File: src/rtl/apb_bus_master_pkg.sv
// Shared types for the APB bus master: default address width, FSM encoding, command record.
package apb_bus_master_pkg;

    localparam int DEF_ADDR_W = 5;
    localparam int CMD_W      = DEF_ADDR_W + 2;

    typedef enum logic [1:0] {
        IDLE   = 2'd0,
        SETUP  = 2'd1,
        ACCESS = 2'd2
    } apb_state_t;

    typedef struct packed {
        logic                  write;
        logic [DEF_ADDR_W-1:0] addr;
        logic                  wdata;
    } cmd_t;

endpackage

File: src/rtl/apb_bus_master_if.sv
// Command/response handshake plus APB pins between the host-side master and the APB slave.
interface apb_bus_master_if
    import apb_bus_master_pkg::*;
#(
    parameter int ADDR_W = DEF_ADDR_W
);
    logic              cmd_valid;
    logic              cmd_ready;
    logic              cmd_write;
    logic [ADDR_W-1:0] cmd_addr;
    logic              cmd_wdata;
    logic              rsp_valid;
    logic [ADDR_W-1:0] rsp_addr;
    logic              rsp_data;
    logic              PSEL;
    logic              PENABLE;
    logic              PWRITE;
    logic [ADDR_W-1:0] PADDR;
    logic              PWDATA;
    logic              PRDATA;

    modport master (
        input  cmd_valid, cmd_write, cmd_addr, cmd_wdata, PRDATA,
        output cmd_ready, rsp_valid, rsp_addr, rsp_data,
               PSEL, PENABLE, PWRITE, PADDR, PWDATA
    );

    modport slave (
        output cmd_valid, cmd_write, cmd_addr, cmd_wdata, PRDATA,
        input  cmd_ready, rsp_valid, rsp_addr, rsp_data,
               PSEL, PENABLE, PWRITE, PADDR, PWDATA
    );
endinterface

File: src/rtl/apb_cmd_fifo.sv
// Synchronous command FIFO, DEPTH x W; data visible at the head the cycle after push.
// Push ignored when full, pop ignored when empty; simultaneous push/pop keeps the count.
module apb_cmd_fifo #(
    parameter int DEPTH = 4,
    parameter int W     = 7
) (
    input  logic         clk,
    input  logic         rst,
    input  logic         push,
    input  logic [W-1:0] din,
    input  logic         pop,
    output logic [W-1:0] dout,
    output logic         full,
    output logic         empty
);
    localparam int AW = $clog2(DEPTH);
    localparam logic [AW:0] FULL_CNT = DEPTH[AW:0];
    localparam logic [AW:0] PTR_ONE  = 1;

    logic [W-1:0] mem [DEPTH];
    logic [AW:0]  wr_ptr;
    logic [AW:0]  rd_ptr;
    logic [AW:0]  count;
    logic         do_push;
    logic         do_pop;

    // Pointers carry one extra wrap bit so full and empty are distinguishable.
    assign count   = wr_ptr - rd_ptr;
    assign full    = (count == FULL_CNT);
    assign empty   = (count == '0);
    assign do_push = push && !full;
    assign do_pop  = pop && !empty;
    assign dout    = mem[rd_ptr[AW-1:0]];

    always_ff @(posedge clk) begin
        if (rst) begin
            wr_ptr <= '0;
            rd_ptr <= '0;
        end else begin
            if (do_push) wr_ptr <= wr_ptr + PTR_ONE;
            if (do_pop)  rd_ptr <= rd_ptr + PTR_ONE;
        end
    end

    always_ff @(posedge clk) begin
        if (do_push) mem[wr_ptr[AW-1:0]] <= din;
    end

endmodule

File: src/rtl/apb_bus_master.sv
// APB master: queued commands -> SETUP/ACCESS transfers, PSEL two edges after push, read rsp two edges later.
// cmd_ready = FIFO not full; rsp is an unthrottled pulse. APB_MST_IRQ_LATCH_EN selects sticky vs level irq.
module apb_bus_master
    import apb_bus_master_pkg::*;
#(
    parameter int CMD_DEPTH = 4,
    parameter int ADDR_W    = DEF_ADDR_W
) (
    input  logic             SYSCLK,
    input  logic             RST,
    apb_bus_master_if.master bus,
    output logic             irq,
    input  logic             irq_clr,
    output logic             RST_B,
    input  logic             INT_B
);
    localparam int CW = ADDR_W + 2;

    apb_state_t        state;
    logic [CW-1:0]     fifo_din;
    logic [CW-1:0]     fifo_dout;
    logic              fifo_full;
    logic              fifo_empty;
    logic              fifo_pop;
    logic              pend_q;
    logic              rst_b_q;
    logic              psel_q;
    logic              penable_q;
    logic              pwrite_q;
    logic              pwdata_q;
    logic [ADDR_W-1:0] paddr_q;
    logic              rsp_valid_q;
    logic [ADDR_W-1:0] rsp_addr_q;
    logic              rsp_data_q;
    logic              irq_q;

    assign fifo_din      = {bus.cmd_write, bus.cmd_addr, bus.cmd_wdata};
    assign bus.cmd_ready = !fifo_full;

    // IDLE launches only once a command has sat in the FIFO for a full cycle.
    assign fifo_pop = ((state == IDLE) && pend_q && rst_b_q && !fifo_empty) ||
                      ((state == ACCESS) && !fifo_empty);

    apb_cmd_fifo #(
        .DEPTH (CMD_DEPTH),
        .W     (CW)
    ) u_fifo (
        .clk   (SYSCLK),
        .rst   (RST),
        .push  (bus.cmd_valid),
        .din   (fifo_din),
        .pop   (fifo_pop),
        .dout  (fifo_dout),
        .full  (fifo_full),
        .empty (fifo_empty)
    );

    always_ff @(posedge SYSCLK) begin
        if (RST) begin
            state       <= IDLE;
            pend_q      <= 1'b0;
            psel_q      <= 1'b0;
            penable_q   <= 1'b0;
            pwrite_q    <= 1'b0;
            pwdata_q    <= 1'b0;
            paddr_q     <= '0;
            rsp_valid_q <= 1'b0;
            rsp_addr_q  <= '0;
            rsp_data_q  <= 1'b0;
        end else begin
            pend_q      <= !fifo_empty;
            rsp_valid_q <= 1'b0;
            case (state)
                IDLE: begin
                    if (fifo_pop) begin
                        pwrite_q <= fifo_dout[CW-1];
                        paddr_q  <= fifo_dout[CW-2:1];
                        pwdata_q <= fifo_dout[0];
                        psel_q   <= 1'b1;
                        state    <= SETUP;
                    end
                end
                SETUP: begin
                    penable_q <= 1'b1;
                    state     <= ACCESS;
                end
                ACCESS: begin
                    if (!pwrite_q) begin
                        rsp_valid_q <= 1'b1;
                        rsp_addr_q  <= paddr_q;
                        rsp_data_q  <= bus.PRDATA;
                    end
                    penable_q <= 1'b0;
                    if (fifo_pop) begin
                        pwrite_q <= fifo_dout[CW-1];
                        paddr_q  <= fifo_dout[CW-2:1];
                        pwdata_q <= fifo_dout[0];
                        state    <= SETUP;
                    end else begin
                        psel_q <= 1'b0;
                        state  <= IDLE;
                    end
                end
                default: begin
                    psel_q    <= 1'b0;
                    penable_q <= 1'b0;
                    state     <= IDLE;
                end
            endcase
        end
    end

    always_ff @(posedge SYSCLK) begin
        rst_b_q <= ~RST;
    end

`ifdef APB_MST_IRQ_LATCH_EN
    logic int_b_q;

    // A fresh falling edge outranks a same-cycle clear.
    always_ff @(posedge SYSCLK) begin
        if (RST) begin
            int_b_q <= 1'b1;
            irq_q   <= 1'b0;
        end else begin
            int_b_q <= INT_B;
            irq_q   <= (int_b_q && !INT_B) || (irq_q && !irq_clr);
        end
    end
`else
    logic unused_irq_clr;
    assign unused_irq_clr = irq_clr;

    always_ff @(posedge SYSCLK) begin
        if (RST) irq_q <= 1'b0;
        else     irq_q <= ~INT_B;
    end
`endif

    assign bus.PSEL      = psel_q;
    assign bus.PENABLE   = penable_q;
    assign bus.PWRITE    = pwrite_q;
    assign bus.PADDR     = paddr_q;
    assign bus.PWDATA    = pwdata_q;
    assign bus.rsp_valid = rsp_valid_q;
    assign bus.rsp_addr  = rsp_addr_q;
    assign bus.rsp_data  = rsp_data_q;
    assign RST_B         = rst_b_q;
    assign irq           = irq_q;

endmodule
File: src/flat_wrapper.sv
// flat-port wrapper written by rule: the top's interface ports become plain ports
module apb_bus_master_flat import apb_bus_master_pkg::*;
#(
    parameter int CMD_DEPTH = 4,
    parameter int ADDR_W    = DEF_ADDR_W
)
  (SYSCLK, RST, irq, irq_clr, RST_B, INT_B, bus_cmd_valid, bus_cmd_write, bus_cmd_addr, bus_cmd_wdata, bus_PRDATA, bus_cmd_ready, bus_rsp_valid, bus_rsp_addr, bus_rsp_data, bus_PSEL, bus_PENABLE, bus_PWRITE, bus_PADDR, bus_PWDATA);
  apb_bus_master_if #(.ADDR_W(ADDR_W)) bus_i ();
  input  logic SYSCLK;
  input  logic RST;
  output logic irq;
  input  logic irq_clr;
  output logic RST_B;
  input  logic INT_B;
  input wire logic [$bits(bus_i.cmd_valid)-1:0] bus_cmd_valid;
  input wire logic [$bits(bus_i.cmd_write)-1:0] bus_cmd_write;
  input wire logic [$bits(bus_i.cmd_addr)-1:0] bus_cmd_addr;
  input wire logic [$bits(bus_i.cmd_wdata)-1:0] bus_cmd_wdata;
  input wire logic [$bits(bus_i.PRDATA)-1:0] bus_PRDATA;
  output wire logic [$bits(bus_i.cmd_ready)-1:0] bus_cmd_ready;
  output wire logic [$bits(bus_i.rsp_valid)-1:0] bus_rsp_valid;
  output wire logic [$bits(bus_i.rsp_addr)-1:0] bus_rsp_addr;
  output wire logic [$bits(bus_i.rsp_data)-1:0] bus_rsp_data;
  output wire logic [$bits(bus_i.PSEL)-1:0] bus_PSEL;
  output wire logic [$bits(bus_i.PENABLE)-1:0] bus_PENABLE;
  output wire logic [$bits(bus_i.PWRITE)-1:0] bus_PWRITE;
  output wire logic [$bits(bus_i.PADDR)-1:0] bus_PADDR;
  output wire logic [$bits(bus_i.PWDATA)-1:0] bus_PWDATA;
  assign bus_i.cmd_valid = bus_cmd_valid;
  assign bus_i.cmd_write = bus_cmd_write;
  assign bus_i.cmd_addr = bus_cmd_addr;
  assign bus_i.cmd_wdata = bus_cmd_wdata;
  assign bus_i.PRDATA = bus_PRDATA;
  assign bus_cmd_ready = bus_i.cmd_ready;
  assign bus_rsp_valid = bus_i.rsp_valid;
  assign bus_rsp_addr = bus_i.rsp_addr;
  assign bus_rsp_data = bus_i.rsp_data;
  assign bus_PSEL = bus_i.PSEL;
  assign bus_PENABLE = bus_i.PENABLE;
  assign bus_PWRITE = bus_i.PWRITE;
  assign bus_PADDR = bus_i.PADDR;
  assign bus_PWDATA = bus_i.PWDATA;
  apb_bus_master #(.CMD_DEPTH(CMD_DEPTH), .ADDR_W(ADDR_W)) u_core (.SYSCLK(SYSCLK), .RST(RST), .bus(bus_i), .irq(irq), .irq_clr(irq_clr), .RST_B(RST_B), .INT_B(INT_B));
endmodule
File: config.mk
export PLATFORM = sky130hd
export DESIGN_NAME = apb_bus_master_flat
export DESIGN_NICKNAME = d
export VERILOG_FILES = /design/src/rtl/apb_bus_master_pkg.sv /design/src/rtl/apb_bus_master_if.sv /design/src/rtl/apb_cmd_fifo.sv /design/src/rtl/apb_bus_master.sv /design/src/flat_wrapper.sv
export SDC_FILE = /design/constraint.sdc
export NUM_CORES = 1
export LEC_CHECK = 0
export BUFFER_PORTS_ARGS = -buffer_cell sky130_fd_sc_hd__buf_2
export CAP_MARGIN = 20
export CORE_MARGIN = 2
export CORE_UTILIZATION = 56
export DETAILED_ROUTE_END_ITERATION = 10
export PLACE_DENSITY = 0.78
export SLEW_MARGIN = 25
export SYNTH_ARGS = -nofsm -noshare
export SYNTH_HDL_FRONTEND = slang
export SYNTH_SLANG_ARGS = --single-unit
export TNS_END_PERCENT = 1
File: constraint.sdc
create_clock -name SYSCLK -period 2.9 [get_ports SYSCLK]
set_clock_uncertainty 0.1 [all_clocks]
set_input_delay 0 -clock SYSCLK [delete_from_list [all_inputs] [get_ports SYSCLK]]
set_output_delay 0 -clock SYSCLK [all_outputs]
set_load 0.01 [all_outputs]
==> flow_summary_export.csv <==
group,metric,value,unit
status,status,"completed",
synth,syn_inst,162,
floorplan,dieArea,0.00457,sq mm
clock_network,root_buffer,"clkbuf_8",
routing,top_layer,"met4",
routing,dr_wl_met3,181,um
synth,synthTopCellsByCount,"edfxtp_1, dfxtp_1, nand2_1",
clock_network,numCtsBuffers,5,
clock_network,clk_pin_slew,0.09,ns
timing,report.final.slew_viol_count,0,
floorplan,num_io_pins,32,
synth,synth.avg_cell_area,14.0,sq um
place,numPortBuffers,30,
floorplan,chipWidth,67.6,um
cells_and_area,area_growth,18.9,%
worst_setup_path,slowest_delay,0.41,ns
floorplan,die_h,67.6,um
synth,synthMostInstantiatedCell,"edfxtp_1",
pwr,ir_worst_vdd,0.364,mV
routing,drc,0,
worst_setup_path,rrSetupSlack,0.63,ns
place,dpl_cell_area,0.00247,sq mm
timing,setup_violations,0,
timing,fmax,440,MHz
timing,max_slew.worst_pin.slew,0.581,ns
synth,yosysTopAreaCell,"edfxtp_1",
routing,viasPerCell,5.12,
place,placed_cells,239,
synth,synth-seq-cells,55,
flow_run,max_cap_violations,0,
synth,synth_top_area_share,37.1,%
clock_network,htree_levels,2,
pwr,leakagePower,1.07,nW
synth,synth_nets,182,
timing,tns,0,ns
routing,wl_met2,1.94,mm
routing,post_drt_wl_per_cell,14.9,um
worst_setup_path,crit_chain,"inv_1 > ha_1 > and2b_1 > xnor2_4 > a31oi_4 > and2_1",
timing,period_share,78.4,%
worst_setup_path,worstSetupEndpointType,"flip-flop",
cells_and_area,nNetsFinal,227,
synth,yosysWarnings,0,
floorplan,rows,23,
synth,synth-edff-count,28,
worst_setup_path,cp.required,2.76,ns
cells_and_area,post-route-cell-area,0.00269,sq mm
worst_setup_path,worstSetupStartpointType,"flip-flop",
clock_network,cts.sinks,55,
timing,relSlewSlack,61.1,%
cells_and_area,stdcell_count,258,
routing,wl_met1,1.70,mm
timing,timing.final.hold_violations,0,
worst_setup_path,r2r_start,"u_core.u_fifo.wr_ptr[0]$_SDFFE_PP0P_",
synth,synthesis.area,0.00226,sq mm
worst_hold_path,hp-class,"primary input to flip-flop",
cells_and_area,antennaDiodeCount,0,
routing,vias,1320,
global_routing,grt_max_degree,23,
routing,drt_iter0_drc,56,
synth,synthDistinctLibCells,33,
cells_and_area,drive_gt1_share,27.4,%
global_routing,grt_pass1_vias,1341,
global_routing,grt-ovfl-total,0,
synth,synth_area_leaders,"edfxtp_1, dfxtp_1, mux4_2",
place,gp_congestion,0.701,
worst_setup_path,reg2reg_to,"u_core.u_fifo.mem[0][1]$_DFFE_PP_",
routing,drt_wl_total,3.84,mm
pwr,power,1.55,mW
global_routing,grt_pass1_wl,6.17,mm
floorplan,start_util,57.4,%
timing,rsz0062_at_grt,"false",
worst_setup_path,cp-startpoint,"u_core.u_fifo.wr_ptr[0]$_SDFFE_PP0P_",
clock_network,max-clock-path-buffers,2,
worst_setup_path,crit_slowest_cell,"and2_1",
routing,dr.pass1.iters,4,
clock_network,cts_tree,"built",
place,hpwlAfterDp,2.64,mm
global_routing,antenna_found_initial,0,
worst_setup_path,endpoint,"u_core.u_fifo.mem[0][1]$_DFFE_PP_",
floorplan,core_area,0.00394,sq mm
worst_setup_path,reg2regPathDepth,6,
clock_network,insertion_delay,0.29,ns
global_routing,grt_usage,18.7,%
synth,ys_async_sr_fraction,0,%
synth,ys.flop_type,"edfxtp_1",
timing,period_needed,2.27,ns
worst_setup_path,worst-path-max-fanout,7,
worst_setup_path,crit_type,"flip-flop to flip-flop",
synth,synth-seq-area-share,61.0,%
pwr,p_per_area,577,mW/mm^2
clock_network,cts-resized-gates,0,
worst_setup_path,crit_arrival,2.13,ns
routing,ant_nets,0,
area by class of cell:
| class | count | area, sq um |
|---|---|---|
| Sequential cell | 55 | 1380 |
| Multi-Input combinational cell | 96 | 840 |
| Clock inverter | 2 | 36.3 |
| Fill cell | 282 | 1250 |
| Clock buffer | 6 | 72.6 |
| Inverter | 6 | 22.5 |
| Tap cell | 50 | 62.6 |
| Timing Repair Buffer | 43 | 275 |
layer usage:
metal | up-vias | track usage, %
li1 | 668 | -
met1 | 616 | 22.7
met2 | 32 | 32.6
met3 | 4 | 4.17
met4 | 0 | 6.89
met5 | - | 0
flip-flops by register name, summed over array words and instances (netlist names), 2 cells and up:
signal	cells
u_core.u_fifo.wr_ptr	3
u_core.state	2
u_core.u_fifo.rd_ptr	3
u_core.u_fifo.mem	28
u_core.bus.rsp_addr	5
u_core.bus.PADDR	5
cells in the final DEF (no fill, tap or decap):
master,netlist,final
or2_2,1,1
and3_1,1,1
mux4_2,7,7
o211ai_1,2,2
o21ai_4,1,1
nand3_1,1,1
o31ai_1,1,1
nand2_1,19,19
clkbuf_8,0,5
xnor2_2,1,1
dlygate4sd3_1,0,11
nor3b_2,2,2
and2b_1,1,1
nor2b_1,3,3
and2_1,3,3
nor3_1,2,2
a31oi_4,2,2
inv_4,0,1
nor3_2,2,2
buf_4,0,2
mux2i_1,14,14
edfxtp_1,28,28
mux2_1,3,3
xnor2_4,1,1
buf_2,1,30
a31oi_1,1,1
nor2_1,15,15
inv_1,5,5
mux2_4,1,1
ha_1,7,7
bufinv_16,0,1
clkinv_1,1,1
a21oi_1,3,3
clkbuf_1,3,1
nor4_1,1,1
or4_1,1,1
dfxtp_1,27,27
worst min-delay path by stage:
| stage | start | endpoint | slack [ns] | depth (start not counted) |
|---|---|---|---|---|
| after floorplan | INT_B | u_core.irq$_SDFF_PP0_ | -0.03 | 1 |
| after global placement | INT_B | u_core.irq$_SDFF_PP0_ | 0.05 | 2 |
| after detailed placement | INT_B | u_core.irq$_SDFF_PP0_ | 0.06 | 2 |
| after CTS | bus_cmd_valid | u_core.u_fifo.wr_ptr[1]$_SDFFE_PP0P_ | 0.01 | 4 |
| after global routing | bus_cmd_valid | u_core.u_fifo.wr_ptr[1]$_SDFFE_PP0P_ | 0.05 | 4 |
| final | bus_cmd_valid | u_core.u_fifo.wr_ptr[1]$_SDFFE_PP0P_ | 0.02 | 4 |
critical path: cells and delay by family (launching register included):
family / cells / cell delay [ns]
xor+xnor: 1 / 0.21
simple gates: 2 / 0.65
buf+inv: 1 / 0.11
compound gates: 1 / 0.29
fa+ha+maj: 1 / 0.20
flops: 1 / 0.38
kinds of logic after synthesis:
group	synth area share, %
fa+ha+maj	3.87
xor+xnor	1.94
simple gates	11.4
compound gates	4.53
mux	15.3
flops	61.0
buf+inv	1.88
timing repair:
item	in CTS	in global routing
hold endpoints to repair	32	0
hold buffers	11	0
setup buffers	0	0
metrics by stage:
step	hold slack, ns	setup slack (ns)	util (%)
floorplan	-0.0333	0.661	-
global placement	0.0544	0.698	62.7
detailed placement	0.0601	0.615	62.7
CTS	0.0129	0.604	68.2
global route	0.0480	0.478	68.2
finish	0.0248	0.628	68.2
where the power goes:
| group | total, mW | switching [mW] | leakage [nW] | internal, mW |
|---|---|---|---|---|
| combinational | 0.190 | 0.107 | 0.535 | 0.0828 |
| sequential | 0.877 | 0.0179 | 0.476 | 0.859 |
| clock | 0.486 | 0.228 | 0.0557 | 0.258 |
| total | 1.55 | 0.353 | 1.07 | 1.20 |
No activity file was read; power rests on OpenSTA's default activity.
